--- src/rtl/idli_pkg.sv ---
// Shared core types plus the UART FSM state encodings and frame constants.
package idli_pkg;

  typedef logic [1:0] ctr_t;
  typedef logic [3:0] slice_t;

  typedef enum logic [2:0] {TxIdle, TxLoad, TxStart, TxData, TxStop} uart_tx_state_t;
  typedef enum logic [1:0] {RxIdle, RxStart, RxData, RxStop} uart_rx_state_t;

  // Start + 8 data + stop.
  localparam int unsigned UART_FRAME_BITS = 10;

endpackage

--- src/rtl/idli_uart_rx_m.sv ---
// UART receiver: input synchroniser, 8N1 deframing FSM and bit timer.
// Pulses o_rx_done for one cycle at the stop-bit sample.
module idli_uart_rx_m import idli_pkg::*; #(
  parameter int unsigned BAUD_DIV = 16
) (
  input  logic       i_top_gck,
  input  logic       i_top_rst_n,
  input  logic       i_uart_rx,
  output logic       o_rx_done,
  output logic       o_rx_stop_ok,
  output logic [7:0] o_rx_byte
);

  localparam int unsigned TW = $clog2(BAUD_DIV);
  localparam logic [TW-1:0] BitEnd  = TW'(BAUD_DIV - 1);
  localparam logic [TW-1:0] HalfEnd = TW'(BAUD_DIV / 2 - 1);

  logic           sync1_q, sync2_q;
  uart_rx_state_t state_q, state_d;
  logic [TW-1:0]  timer_q, timer_d;
  logic [2:0]     cnt_q, cnt_d;
  logic [7:0]     shift_q, shift_d;

  always_comb begin
    state_d      = state_q;
    timer_d      = timer_q + 1'b1;
    cnt_d        = cnt_q;
    shift_d      = shift_q;
    o_rx_done    = 1'b0;
    o_rx_stop_ok = 1'b0;
    unique case (state_q)
      RxIdle: begin
        timer_d = '0;
        if (!sync2_q) state_d = RxStart;
      end
      RxStart: begin
        // Mid-start-bit check; a high line here was only a glitch.
        if (timer_q == HalfEnd) begin
          timer_d = '0;
          cnt_d   = '0;
          state_d = sync2_q ? RxIdle : RxData;
        end
      end
      RxData: begin
        if (timer_q == BitEnd) begin
          timer_d = '0;
          shift_d = {sync2_q, shift_q[7:1]};
          cnt_d   = cnt_q + 1'b1;
          if (cnt_q == 3'd7) state_d = RxStop;
        end
      end
      RxStop: begin
        if (timer_q == BitEnd) begin
          timer_d      = '0;
          o_rx_done    = 1'b1;
          o_rx_stop_ok = sync2_q;
          state_d      = RxIdle;
        end
      end
      default: state_d = RxIdle;
    endcase
  end

  always_ff @(posedge i_top_gck or negedge i_top_rst_n) begin
    if (!i_top_rst_n) begin
      sync1_q <= 1'b1;
      sync2_q <= 1'b1;
      state_q <= RxIdle;
      timer_q <= '0;
      cnt_q   <= '0;
      shift_q <= '0;
    end else begin
      sync1_q <= i_uart_rx;
      sync2_q <= sync1_q;
      state_q <= state_d;
      timer_q <= timer_d;
      cnt_q   <= cnt_d;
      shift_q <= shift_d;
    end
  end

  assign o_rx_byte = shift_q;

endmodule

--- src/rtl/idli_uart_m.sv ---
// Slice-serial UART: core-facing byte buffers and 8N1 transmitter; the
// receiver lives in idli_uart_rx_m.
module idli_uart_m import idli_pkg::*; #(
  parameter int unsigned BAUD_DIV = 16
) (
  input  logic   i_top_gck,
  input  logic   i_top_rst_n,
  input  ctr_t   i_uart_ctr,
  input  logic   i_uart_wr_en,
  input  logic   i_uart_rd_en,
  input  slice_t i_uart_slice,
  output slice_t o_uart_slice,
  output logic   o_uart_tx_rdy,
  output logic   o_uart_rx_vld,
  output logic   o_uart_rx_err,
  input  logic   i_uart_rx,
  output logic   o_uart_tx
);

  localparam int unsigned TW = $clog2(BAUD_DIV);
  localparam logic [TW-1:0] BitEnd = TW'(BAUD_DIV - 1);
  localparam logic [2:0] LastData = 3'(UART_FRAME_BITS - 3);

  uart_tx_state_t tx_state_q, tx_state_d;
  logic [TW-1:0]  tx_timer_q, tx_timer_d;
  logic [2:0]     tx_cnt_q, tx_cnt_d;
  logic [7:0]     tx_byte_q, tx_byte_d;
  logic           tx_q, tx_d;
  logic           tx_rdy_q, tx_rdy_d;
  logic           wr_acc;

  logic           rd_act_q, rd_act_d;
  logic [7:0]     rx_buf_q, rx_buf_d;
  logic           rx_vld_q, rx_vld_d;
  logic           rx_err_q, rx_err_d;
  logic           rd_acc, rd_end;
  logic           rx_done, rx_stop_ok;
  logic [7:0]     rx_byte;

  idli_uart_rx_m #(
    .BAUD_DIV(BAUD_DIV)
  ) u_rx (
    .i_top_gck   (i_top_gck),
    .i_top_rst_n (i_top_rst_n),
    .i_uart_rx   (i_uart_rx),
    .o_rx_done   (rx_done),
    .o_rx_stop_ok(rx_stop_ok),
    .o_rx_byte   (rx_byte)
  );

  assign wr_acc = (i_uart_ctr == 2'd0) && i_uart_wr_en && tx_rdy_q;

  always_comb begin
    tx_state_d = tx_state_q;
    tx_timer_d = tx_timer_q;
    tx_cnt_d   = tx_cnt_q;
    tx_byte_d  = tx_byte_q;
    tx_d       = tx_q;
    tx_rdy_d   = tx_rdy_q;
    unique case (tx_state_q)
      TxIdle: begin
        if (wr_acc) begin
          tx_byte_d[3:0] = i_uart_slice;
          tx_rdy_d       = 1'b0;
          tx_state_d     = TxLoad;
        end
      end
      TxLoad: begin
        if (i_uart_ctr == 2'd1) tx_byte_d[7:4] = i_uart_slice;
        if (i_uart_ctr == 2'd3) begin
          tx_timer_d = '0;
          tx_d       = 1'b0;
          tx_state_d = TxStart;
        end
      end
      TxStart: begin
        tx_timer_d = tx_timer_q + 1'b1;
        if (tx_timer_q == BitEnd) begin
          tx_timer_d = '0;
          tx_cnt_d   = '0;
          tx_d       = tx_byte_q[0];
          tx_state_d = TxData;
        end
      end
      TxData: begin
        tx_timer_d = tx_timer_q + 1'b1;
        if (tx_timer_q == BitEnd) begin
          tx_timer_d = '0;
          if (tx_cnt_q == LastData) begin
            tx_d       = 1'b1;
            tx_state_d = TxStop;
          end else begin
            tx_cnt_d  = tx_cnt_q + 1'b1;
            tx_byte_d = {1'b0, tx_byte_q[7:1]};
            tx_d      = tx_byte_q[1];
          end
        end
      end
      TxStop: begin
        tx_timer_d = tx_timer_q + 1'b1;
        if (tx_timer_q == BitEnd) begin
          tx_timer_d = '0;
          tx_rdy_d   = 1'b1;
          tx_state_d = TxIdle;
        end
      end
      default: tx_state_d = TxIdle;
    endcase
  end

  assign rd_acc = (i_uart_ctr == 2'd0) && i_uart_rd_en && rx_vld_q;
  assign rd_end = rd_act_q && (i_uart_ctr == 2'd3);

  always_comb begin
    rd_act_d = rd_act_q;
    rx_buf_d = rx_buf_q;
    rx_vld_d = rx_vld_q;
    rx_err_d = rx_err_q;
    if (i_uart_ctr == 2'd0) begin
      rd_act_d = rd_acc;
    end else if (rd_end) begin
      rd_act_d = 1'b0;
    end
    if (rd_end) begin
      rx_vld_d = 1'b0;
      rx_err_d = 1'b0;
    end
    // A byte landing on the read's final slice replaces the one just consumed.
    if (rx_done) begin
      if (!rx_stop_ok) begin
        rx_err_d = 1'b1;
      end else if (!rx_vld_q || rd_end) begin
        rx_buf_d = rx_byte;
        rx_vld_d = 1'b1;
      end else begin
        rx_err_d = 1'b1;
      end
    end
  end

  always_comb begin
    o_uart_slice = '0;
    if (rd_acc || rd_act_q) begin
      unique case (i_uart_ctr)
        2'd0:    o_uart_slice = rx_buf_q[3:0];
        2'd1:    o_uart_slice = rx_buf_q[7:4];
        default: o_uart_slice = '0;
      endcase
    end
  end

  always_ff @(posedge i_top_gck or negedge i_top_rst_n) begin
    if (!i_top_rst_n) begin
      tx_state_q <= TxIdle;
      tx_timer_q <= '0;
      tx_cnt_q   <= '0;
      tx_byte_q  <= '0;
      tx_q       <= 1'b1;
      tx_rdy_q   <= 1'b1;
      rd_act_q   <= 1'b0;
      rx_buf_q   <= '0;
      rx_vld_q   <= 1'b0;
      rx_err_q   <= 1'b0;
    end else begin
      tx_state_q <= tx_state_d;
      tx_timer_q <= tx_timer_d;
      tx_cnt_q   <= tx_cnt_d;
      tx_byte_q  <= tx_byte_d;
      tx_q       <= tx_d;
      tx_rdy_q   <= tx_rdy_d;
      rd_act_q   <= rd_act_d;
      rx_buf_q   <= rx_buf_d;
      rx_vld_q   <= rx_vld_d;
      rx_err_q   <= rx_err_d;
    end
  end

  assign o_uart_tx     = tx_q;
  assign o_uart_tx_rdy = tx_rdy_q;
  assign o_uart_rx_vld = rx_vld_q;
  assign o_uart_rx_err = rx_err_q;

endmodule

--- config.mk ---
export PLATFORM = sky130hd
export DESIGN_NAME = idli_uart_m
export DESIGN_NICKNAME = d
export VERILOG_FILES = /design/src/rtl/idli_pkg.sv /design/src/rtl/idli_uart_rx_m.sv /design/src/rtl/idli_uart_m.sv
export SDC_FILE = /design/constraint.sdc
export NUM_CORES = 1
export LEC_CHECK = 0
export CORE_MARGIN = 2
export CORE_UTILIZATION = 62
export DETAILED_ROUTE_END_ITERATION = 8
export PLACE_DENSITY = 0.84
export SETUP_SLACK_MARGIN = 0.5
export SKIP_LAST_GASP = 1
export SLEW_MARGIN = 40
export SYNTH_ARGS = -nofsm -noshare
export SYNTH_HDL_FRONTEND = slang
export SYNTH_SLANG_ARGS = --single-unit
--- constraint.sdc ---
create_clock -name i_top_gck -period 4.2 [get_ports i_top_gck]
set_input_delay 0.84 -clock i_top_gck [delete_from_list [all_inputs] [get_ports i_top_gck]]
set_output_delay 0.84 -clock i_top_gck [all_outputs]
set_load 0.01 [all_outputs]
# After elaboration in Yosys (flattened, before gate mapping)
# Index checks and enable logic that the tools add are counted.
op_classes:
  n_addsub: 4
  eq_ne: 27
  muxes: 56
  n_reduce_logical: 32
ops:
  columns: ["op", "count"]
  rows:
  - ["$pmux W4 S2", 4]
  - ["$mux W3", 10]
  - ["$mux W4", 7]
  - ["$mux W1", 20]
  - ["$ne A2 B2 Y1 const B", 9]
  - ["$mux W8", 2]
  - ["$reduce_and A4 Y1", 4]
  - ["$pmux W3 S5", 1]
  - ["$reduce_bool A2 Y1", 7]
  - ["$mux W2", 6]
  - ["$pmux W3 S2", 2]
  - ["$pmux W4 S3", 1]
  - ["$eq A3 B3 Y1 const B", 3]
  - ["$reduce_and A3 Y1", 3]
  - ["$add A4 B1 Y4 const B", 2]
  - ["$eq A4 B4 Y1 const B", 2]
  - ["$ne A2 B1 Y1 const B", 4]
  - ["$pmux W2 S4", 1]
  - ["$add A3 B1 Y3 const B", 2]
  - ["$eq A2 B2 Y1 const B", 3]
  - ["$eq A3 B2 Y1 const B", 2]
  - ["$reduce_and A6 Y1", 1]
  - ["$logic_and A1 B1 Y1", 5]
  - ["$reduce_and A5 Y1", 1]
  - ["other kinds (13)", 17]
totals:
  register_bits: 50
  input_bits: 11
  output_inout_bits: 8
  wordCells: 136

# Logic depth before layout (Yosys ltp)
# Gate-level depths: netlist (run 1).
depth:
  depth_word: 6
  depth_mapped: 7
  mapped_depth_nobuf: 6

# Hierarchy
# A second synthesis (run 1) with hierarchy kept.
hier_totals:
  hier_cells: 243
  hier_area_um2: 2646.3
modules_own_cells:
  columns: ["mod", "instances", "cells_each", "area_each_um2", "seq_area_each_um2"]
  rows:
  - ["idli_uart_m", 1, 174, 1722.9, 778.2]
  - ["idli_uart_rx_m", 1, 69, 923.4, 478.0]

# Worst setup path after synthesis (run 1)
# No wires, ideal clock.
synth_timing:
  path_kind: "input-to-output"
  from: "in i_uart_ctr[0]"
  to: "out o_uart_slice[0]"
  arrival_time_ps: 1416
  required_time_ps: 3360
  slack_ps: 1944
  stages: 4
  path_buffers: 1
  cell_sequence: "buf_2 -> nor2_1 -> o21bai_1 -> nor2_1"
synth_between:
  elab_chain_len: 5
  word_cells_on_any_way: 7
  classes_between: "eq/ne (1); mux (2); reduce/logical (4)"
synth_lines:
  columns: ["element", "line", "source"]
  rows:
  - ["from (decl)", "idli_uart_m.sv:8", "input ctr_t i_uart_ctr,"]
  - ["parallel branches: the longest is 4 deep, another holds $pmux W4 S2", null, null]
  - ["$mux W4 *", "idli_uart_m.sv:143", "if (rd_acc || rd_act_q) begin"]
  - ["to (decl)", "idli_uart_m.sv:12", "output slice_t o_uart_slice,"]
# Mark *: on every way between the ends.

# Final worst setup path (run 1)
layout_timing:
  from: "in i_uart_ctr[0]"
  to: "out o_uart_slice[1]"
# Same word-level chain as after synthesis.

==> impl_metrics.env, run 1 <==
export IMPL_clock_sinks=50
export IMPL_finalInstanceArea_um2=2850
export IMPL_clock_latency_ns=0.30
export IMPL_drv_cap=0
export IMPL_syn_num_nets=249
export IMPL_fillers=283
export IMPL_rows=23
export IMPL_core_um2=3970
export IMPL_clock_skew_ns=0.00618
export IMPL_synth_cell_area_um2=2540
export IMPL_detail_route_antenna_nets=0
export IMPL_p_leak_nw=1.31
export IMPL_hold_buffers=0
export IMPL_num_antenna_cells=0
export IMPL_crit_required_ns=3.36
export IMPL_fmax_ghz=0.303
export IMPL_switching_power_uw=300
export IMPL_synth_seq_area_share=0.495
export IMPL_ys_types=47
export IMPL_postSynthCellCount=227
export IMPL_hp_start="u_rx.sync1_q"
export IMPL_synth_edff_count=0
export IMPL_place_congestion=0.782
export IMPL_placedInstanceArea_um2=2740
export IMPL_p_sw_frac=0.283
export IMPL_finalMaxSlewViolations=0
export IMPL_cts_resized=0
export IMPL_grt_pass1_wl_um=7600
export IMPL_vias_per_cell=5.92
export IMPL_path_max_fanout=13
export IMPL_grt_total_usage=0.221
export IMPL_fp_dieH_um=68.0
export IMPL_cpMaxStageDelayCell="clkdlybuf4s50_1"
export IMPL_slew_headroom=0.589
export IMPL_drt_pass1_iter_count=4
export IMPL_pwr_share_clk=0.318
export IMPL_cts_setup_buffers=0
export IMPL_multiInputGateArea_um2=1210
export IMPL_crit_type="in2out"
export IMPL_finalWirelength_um=4690
export IMPL_htree_levels=2
export IMPL_die_area_um2=4620
export IMPL_worstSetupStartpoint="i_uart_ctr[0]"
export IMPL_num_nets_final=267
export IMPL_crit_buf_inv=3
export IMPL_grt_pass1_vias=1649
export IMPL_synth_seq_cells=50
export IMPL_status="finished, final reports clean"
export IMPL_pwr_density_cell_nw_per_um2=373
export IMPL_rsz0062_at_grt="false"
export IMPL_min_path_type="reg2reg"
export IMPL_cts_buffers=5
export IMPL_fin_crit_ns=3.31
export IMPL_drc=0
export IMPL_startpoint_type="input pin"
export IMPL_grt_start_max_net_pins=51
export IMPL_floorplan_initialDensity=0.639
export IMPL_drt_iter0_drc=170
export IMPL_grt_overflow_total=0
export IMPL_critPathMaxStageDelay_ns=0.49
export IMPL_ios=19
export IMPL_portBuffers=18
export IMPL_clockBufferDepth=2
export IMPL_yosysWarnings=0
export IMPL_async_flop_share=1.00
export IMPL_crit_path_end_kind="output port"
export IMPL_cts_clk_slew_worst_paths_ns=0.08
export IMPL_hpwl_um=3160
export IMPL_finalSetupViolations=0
export IMPL_synth_avg_cell_area_um2=11.2
export IMPL_fp_dieW_um=68.0
export IMPL_cp_top_family="buffers and inverters"
export IMPL_cp_data_arrival_time_ns=2.47
export IMPL_p_comb_frac=0.182
export IMPL_synth_flop_cell="dfrtp_1"
export IMPL_clockRootBuffer="clkbuf_8"
export IMPL_worstReg2RegStart="tx_cnt_q[0]"
export IMPL_p_int_uw=762
export IMPL_drive_gt1_frac=0.207
export IMPL_wl_per_cell_um=15.9
export IMPL_finalHoldViolations=0
export IMPL_antenna_found_initial=0
export IMPL_fin_crit_sh=0.787
export IMPL_vdd_drop_max_uv=306
export IMPL_num_vias=1753
export IMPL_crit_chain="clkdlybuf4s50_1 > buf_4 > nor2_1 > o21bai_1 > nor2_1 > clkdlybuf4s50_1"
export IMPL_seqPwrFrac=0.500
export IMPL_tightest_slew_ns=0.617
export IMPL_cts_tree="done"
export IMPL_syn_to_final_growth_pct=12.3
export IMPL_area_sequential_um2=1260
export IMPL_fin_setup_tns_ns=0
==> per-layer routing <==
layer,share of wire,vias to the layer above,track usage
met3,0.039,7,0.0559
met4,0.014,0,0.0800
li1,-,856,-
met2,0.48,33,0.353
met1,0.47,857,0.291
met5,0,-,0
==> power by group through the flow <==
stage / Clock, mW / Combinational (mW) / Sequential, mW
floorplan: 0 / 0.124 / 0.536
global placement: 0 / 0.177 / 0.538
detailed placement: 0 / 0.184 / 0.539
CTS: 0.343 / 0.193 / 0.530
global route: 0.363 / 0.216 / 0.534
finish: 0.338 / 0.194 / 0.531
==> synthesized netlist by cell type, types with 2 or more instances <==
cell type  number  share of area
nor3b_1         4          0.012
nand2b_1        2         0.0049
or2_2           2         0.0049
clkbuf_1        2         0.0030
and3_1          2         0.0049
nand2_1        17          0.025
nor2b_1         2         0.0049
o21ai_0        10          0.020
a21oi_1         8          0.016
ha_1           11          0.054
xnor2_1         2         0.0069
a31oi_1         2         0.0049
mux2i_1         5          0.020
buf_2           4         0.0079
nor2_1         13          0.019
o22ai_1         3         0.0074
o211ai_1        2         0.0059
nand2_2         2         0.0049
nor3_1          5         0.0099
inv_1           6         0.0089
mux2_2         31           0.14
dfrtp_1        46           0.45
a22o_1          6          0.021
dfstp_2         4          0.041
nand3_1        14          0.028
==> area by class of cell <==
cell class | count | area share
flip-flops and latches | 50 | 0.441
multi-input cells | 163 | 0.426
repair buffers | 19 | 0.0650
clock buffers | 6 | 0.0255
well taps | 50 | 0.0219
clock inverters | 2 | 0.0132
inverters | 6 | 0.00790
==> state kept, by name (all words and copies together) (netlist names), named ones only <==
| name | cells |
|---|---|
| o_uart_rx_vld | 1 |
| tx_timer_q | 4 |
| u_rx.cnt_q | 3 |
| rx_buf_q | 8 |
| tx_byte_q | 8 |
| o_uart_rx_err | 1 |
| tx_cnt_q | 3 |
| u_rx.state_q | 1 |
| rd_act_q | 1 |
| o_uart_tx_rdy | 1 |
| u_rx.timer_q | 4 |
| u_rx.sync1_q | 1 |
| o_uart_tx | 1 |
| u_rx.sync2_q | 1 |
| u_rx.o_rx_byte | 8 |
| tx_state_q | 3 |
==> metrics by stage <==
| stage | util | instances | setup WS (ns) | hold WS [ns] | total power [mW] |
|---|---|---|---|---|---|
| 2_1_floorplan | - | 227 | 1.94 | 0.345 | 0.659 |
| 3_3_place_gp | 0.689 | 288 | 0.944 | 0.346 | 0.715 |
| 3_5_place_dp | 0.690 | 288 | 0.888 | 0.349 | 0.723 |
| 4_1_cts | 0.718 | 296 | 0.881 | 0.361 | 1.07 |
| 5_1_grt | 0.718 | 296 | 0.797 | 0.363 | 1.11 |
| 6_report | 0.718 | 296 | 0.895 | 0.360 | 1.06 |
==> path summary, 6_finish.rpt <==
check	endpoint	slack (ns)	cells after the start
max	o_uart_slice[1]	0.89	6
min	u_rx.sync2_q	0.36	0
max reg2reg	tx_byte_q[3]	2.24	5
min reg2reg	u_rx.sync2_q	0.36	0
max in group asynchronous	tx_state_q[1]	3.24	1
min in group asynchronous	tx_cnt_q[2]	0.53	1
==> logic make-up after synthesis <==
logic type      count (synthesis)  synth area share
buf+inv                        14            0.0271
xor+xnor                        3            0.0104
flops                          50             0.495
compound gates                 42             0.113
simple gates                   71             0.143
mux                            36             0.157
fa+ha+maj                      11            0.0542
==> cell usage in the layout (no fill, tap or decap), drive strengths merged, types with 10 or more instances in the layout <==
cell	n
a21oi	10
clkdlybuf4s50	17
dfrtp	46
ha	11
mux2	31
nand2	19
nand3	14
nor2	13
o21ai	10
==> worst reg2reg max path, cell delays in order (launching register included) <==
cell	delay, ns
dfrtp_1	0.42
ha_1	0.21
ha_1	0.31
nand4b_1	0.24
a21oi_2	0.30
mux2_2	0.37
Note: power is estimated with default switching activity, not from simulation.
==> run 2: changes to the inputs <==
- CORE_UTILIZATION: 62 -> 58
- PLACE_DENSITY: 0.84 -> 0.79
- clock period: 4.2 -> 3.4 ns (I/O delays scaled with it)
==> run 2 against run 1 <==
  * Sequential cell count did not move
  * Critical path depth is the same
  * Worst hold slack got worse by 0.028 ns
  * Critical path type unchanged
==> impl_metrics.env, run 2 (same netlist as run 1, synthesis figures left out) <==
export IMPL_status="finished, final reports clean"
export IMPL_fin_crit_ns=2.78
export IMPL_num_nets_final=268
export IMPL_grt_start_max_net_pins=38
export IMPL_ff2ff_setup_slack_ns=1.47
export IMPL_fp_dieW_um=70.2
export IMPL_portBuffers=18
export IMPL_fin_setup_tns_ns=0
export IMPL_rsz0062_at_grt="false"
export IMPL_fp_dieH_um=70.2
export IMPL_clock_skew_ns=0.00850
export IMPL_num_antenna_cells=0
export IMPL_worstSetupStartpoint="i_uart_rd_en"
export IMPL_fmax_ghz=0.359
export IMPL_dp_cells=291
export IMPL_fin_util=0.665
export IMPL_die_area_um2=4920
export IMPL_clock_latency_ns=0.30
export IMPL_cts_tree="done"
export IMPL_syn_to_final_growth_pct=12.5
export IMPL_antenna_found_initial=0
export IMPL_crit_type="in2out"
export IMPL_layout_commonest_cell="dfrtp_1"
export IMPL_vias_per_cell=5.75
export IMPL_drt_pass1_iter_count=4
export IMPL_final_cell_mix="46 x dfrtp_1, 31 x mux2_2, 17 x nand2_1"
export IMPL_drt_iter0_drc=109
export IMPL_crit_path_end_kind="output port"
export IMPL_clockBufferDepth=2
export IMPL_slew_headroom=0.691
export IMPL_finalMaxSlewViolations=0
export IMPL_drv_cap=0
export IMPL_startpoint_type="input pin"
export IMPL_num_vias=1718
export IMPL_ios=19
export IMPL_min_path_type="in2async"
export IMPL_wl_per_cell_um=14.7
export IMPL_cpMaxStageDelayCell="clkdlybuf4s50_1"
export IMPL_rr_endpoint="tx_byte_q[1]"
export IMPL_pwr_density_cell_nw_per_um2=436
export IMPL_clock_sinks=50
export IMPL_rows=24
export IMPL_floorplan_initialDensity=0.591
export IMPL_place_congestion=0.861
export IMPL_worstReg2RegStart="tx_cnt_q[0]"
export IMPL_htree_levels=2
export IMPL_critPathMaxStageDelay_ns=0.54
export IMPL_grt_pass1_vias=1713
export IMPL_core_um2=4290
export IMPL_cts_clk_slew_worst_paths_ns=0.09
export IMPL_cp_data_arrival_time_ns=2.10
export IMPL_worstRegToRegCells=5
export IMPL_fin_crit_sh=0.819
export IMPL_clockRootBuffer="clkbuf_8"
export IMPL_hpwl_um=3200
export IMPL_drive_gt1_frac=0.219
export IMPL_final_cells=299
export IMPL_cp_endpoint="o_uart_slice[2]"
export IMPL_path_max_fanout=4
export IMPL_grt_pass1_wl_um=7720
export IMPL_fillers=354
export IMPL_drc=0
export IMPL_detail_route_antenna_nets=0
export IMPL_crit_chain="clkdlybuf4s50_1 > nand2_1 > nor2_1 > o21bai_2 > nor2_1 > clkdlybuf4s50_1"
export IMPL_tightest_slew_ns=0.463
export IMPL_p_leak_nw=1.31
export IMPL_finalWirelength_um=4390
export IMPL_grt_total_usage=0.198
export IMPL_vdd_drop_max_uv=323
export IMPL_crit_required_ns=2.72
export IMPL_finalSetupViolations=0
export IMPL_cts_buffers=5
export IMPL_finalHoldViolations=0
export IMPL_grt_overflow_total=0
-- run 2: worst max-delay path: cells and delay by family --
family                 cells  cell delay, ns
buffers and inverters      2            0.99
AND/OR/NAND/NOR            3            0.32
AO/OA/AOI/OAI              1            0.11
-- run 2: worst min path at each step --
stage | start | end | slack [ns] | cells after the start
after floorplan | u_rx.sync1_q | u_rx.sync2_q | 0.35 | 0
after global placement | u_rx.sync1_q | u_rx.sync2_q | 0.35 | 0
after detailed placement | u_rx.sync1_q | u_rx.sync2_q | 0.35 | 0
after CTS | u_rx.sync1_q | u_rx.sync2_q | 0.36 | 0
after global routing | i_top_rst_n | rx_buf_q[1] | 0.35 | 1
final | i_top_rst_n | rd_act_q | 0.33 | 1
-- run 2: timing repair --
item | in CTS | in global routing
hold buffers | 0 | 0
cloned | 0 | 0
gates resized for setup | 1 | 1
pin swaps | 0 | 0
setup endpoints to repair | 2 | 4
buffers inserted | 0 | 0
-- run 2: where the power goes --
part	switching, mW	internal, mW	total (mW)
combinational	0.132	0.0972	0.229
clock	0.193	0.168	0.361
sequential	0.0298	0.625	0.654
-- run 2: per-stage QoR --
| stage | worst slack [ns] | hold WS (ns) | cell area, um2 | power, mW |
|---|---|---|---|---|
| 2_1_floorplan | 1.46 | 0.345 | 2540 | 0.814 |
| 3_3_place_gp | 0.526 | 0.346 | 2750 | 0.887 |
| 3_5_place_dp | 0.499 | 0.350 | 2750 | 0.892 |
| 4_1_cts | 0.516 | 0.363 | 2850 | 1.26 |
| 5_1_grt | 0.510 | 0.353 | 2860 | 1.32 |
| 6_report | 0.616 | 0.332 | 2860 | 1.24 |
-- run 2: layout make-up --
| class | count | area [um2] | share of cell area |
|---|---|---|---|
| clock buffers | 6 | 82.6 | 0.0289 |
| repair buffers | 20 | 195 | 0.0684 |
| well taps | 52 | 65.1 | 0.0228 |
| clock inverters | 2 | 16.3 | 0.00570 |
| inverters | 6 | 22.5 | 0.00789 |
| multi-input cells | 163 | 1220 | 0.426 |
| flip-flops and latches | 50 | 1260 | 0.440 |
-- run 2: per-layer routing --
layer | wire length (um) | global-route usage | vias to the layer above
met5 | 0 | 0 | -
met4 | 16 | 0.0556 | 0
met3 | 142 | 0.0462 | 2
met2 | 2100 | 0.322 | 22
met1 | 2140 | 0.266 | 832
li1 | - | - | 862
==> variant (settings of run 2) <==
Re-encode `uart_rx_state_t` (4 states) as one-hot, 4 bits wide.
--- a/src/rtl/idli_pkg.sv
+++ b/src/rtl/idli_pkg.sv
@@ -7,3 +7,3 @@
   typedef enum logic [2:0] {TxIdle, TxLoad, TxStart, TxData, TxStop} uart_tx_state_t;
-  typedef enum logic [1:0] {RxIdle, RxStart, RxData, RxStop} uart_rx_state_t;
+  typedef enum logic [3:0] {RxIdle = 4'b0001, RxStart = 4'b0010, RxData = 4'b0100, RxStop = 4'b1000} uart_rx_state_t;
 
Behaviour: no difference found for any inputs over 10 cycles, from zero or initial values and one cycle with i_top_rst_n low; not proved beyond that.
==> variant against run 2 <==
- first-iteration DRC count decreased by 5.5%
- sequential cell count up 2
- cell count grew 2.3%
- area after synthesis rose by 2.4%
- wire length is 7.8% higher
- final area increased by 1.7%
- worst setup slack lost 0.047 ns
- worst hold slack better by 0.032 ns
Power is not compared: it rests on default switching activity, and its combinational part moved more than twofold at a synthesized area within 25%.
==> variant: results (changes against run 2) <==
metric,value,unit,change
status,"finished, final reports clean",,unchanged
DR WL/cell,15.5,um,was 14.7 um
Longest Clk Path Bufs,2,,unchanged
syn_nets,251,,was 249
antenna diode count,0,,unchanged
Pins Over Slew Limit,0,,unchanged
CP max stage delay,0.56,ns,was 0.54 ns
largest net degree at the start of global routing,52,,was 38
Final #Nets,270,,was 268
crit-path max FO,8,,was 4
Peak VDD IR,0.000398,V,
initial detailed-routing violation count,103,,was 109
Area contributors post-synth,"dfrtp_1, mux2_2, dfstp_2",,"was dfrtp_1, mux2_2, ha_1"
vias in the first global route,1749,,was 1713
share of cells above drive strength 1,0.193,,was 0.219
reg2reg end,tx_byte_q[2],,was tx_byte_q[1]
clock buffer count from CTS,5,,unchanged
Tot GR Track Use,0.204,,was 0.198
post-detail-place hpwl,3410,um,was 3200 um
"Clk pin slew, worst setup/hold paths",0.09,ns,about the same
Commonest cells post-synth,"dfrtp_1, mux2_2, nand2_1, nor2_1, o21ai_0",,"was dfrtp_1, mux2_2, nand2_1"
Buffers on Ports,18,,unchanged
R2R depth,5,,unchanged
gpl congestion,0.813,,was 0.861
skew final,0.00792,ns,was 0.00850 ns
YS warnings,0,,unchanged
top_reg_cell synth,dfrtp_1,,unchanged
LEAKAGE,1.34,nW,
r2r setup slk,1.49,ns,was 1.47 ns
fill count,342,,was 354
HP Class,reg -> reg,,was in -> async
share of the yosys chip area belonging to registers,0.503,,was 0.495
reg2reg start,tx_timer_q[0],,was tx_cnt_q[0]
Hold WS,0.363,ns,was 0.332 ns
via count,1835,,was 1718
first-pass GRT wire length,8180,um,was 7720 um
Hold EP,u_rx.sync2_q,,
Worst slew margin,0.586,,was 0.691
"Distinct cells, synth",47,,unchanged
hold wc startpoint,u_rx.sync1_q,,
variant: per-layer routing:
layer | vias to the layer above | track usage | part of all wire
met2 | 38 | 0.333 | 0.50
met5 | - | 0 | 0
li1 | 886 | - | -
met1 | 907 | 0.282 | 0.46
met4 | 0 | 0.0419 | 0.0080
met3 | 4 | 0.0470 | 0.031
variant: power by group:
group	leakage, nW	switching (mW)	internal [mW]
Combinational	0.622	0.234	0.290
Sequential	0.672	0.159	0.772
Clock	0.0414	0.204	0.147
Total	1.34	0.597	1.21
variant: stage by stage:
step	power (mW)	setup slack, ns	instances	instance area, sq um	utilization
2_1_floorplan	1.30	1.47	234	2600	-
3_3_place_gp	1.43	0.502	298	2810	0.650
3_5_place_dp	1.46	0.441	298	2820	0.651
4_1_cts	1.81	0.570	306	2900	0.671
5_1_grt	1.94	0.506	306	2900	0.671
6_report	1.81	0.569	306	2900	0.671
variant: what timing repair did:
| action | in CTS | in global routing |
|---|---|---|
| gates resized for setup | 1 | 0 |
| hold endpoints to repair | 0 | 0 |
| endpoints found under the setup margin | 4 | 0 |
| buffers inserted | 0 | 0 |
variant: kinds of logic (layout without fill, tap and decap cells):
logic type / after synthesis / in the layout / synth area share
simple gates: 73 / 73 / 0.153
compound gates: 54 / 54 / 0.145
flops: 52 / 52 / 0.503
mux: 29 / 29 / 0.131
buf+inv: 17 / 37 / 0.0289
fa+ha+maj: 6 / 6 / 0.0289
xor+xnor: 3 / 3 / 0.0101
variant: cell type report:
cell class	instances	area, sq um	area share
clock buffers	6	72.6	0.0250
clock inverters	2	16.3	0.00560
inverters	9	33.8	0.0116
multi-input cells	165	1220	0.419
flip-flops and latches	52	1310	0.450
well taps	52	65.1	0.0224
repair buffers	20	191	0.0659
variant: worst register-to-register path: cells and delay by family (launching register included):
kind	cells	cell delay [ns]
flip-flops	1	0.44
multiplexers	1	0.38
adder cells (fa/ha/maj)	1	0.26
AO/OA/AOI/OAI	1	0.34
AND/OR/NAND/NOR	2	0.38
variant: worst max path at each step:
stage                  start               to  cells after the start  slack (ns)
3_3_place_gp   i_uart_ctr[0]  o_uart_slice[2]                      5        0.50
6_report       i_uart_ctr[1]  o_uart_slice[2]                      4        0.57
3_5_place_dp   i_uart_ctr[0]  o_uart_slice[2]                      5        0.44
2_1_floorplan  i_uart_ctr[0]  o_uart_slice[0]                      4        1.47
4_1_cts        i_uart_ctr[1]  o_uart_slice[2]                      4        0.57
5_1_grt        i_uart_ctr[1]  o_uart_slice[0]                      4        0.51
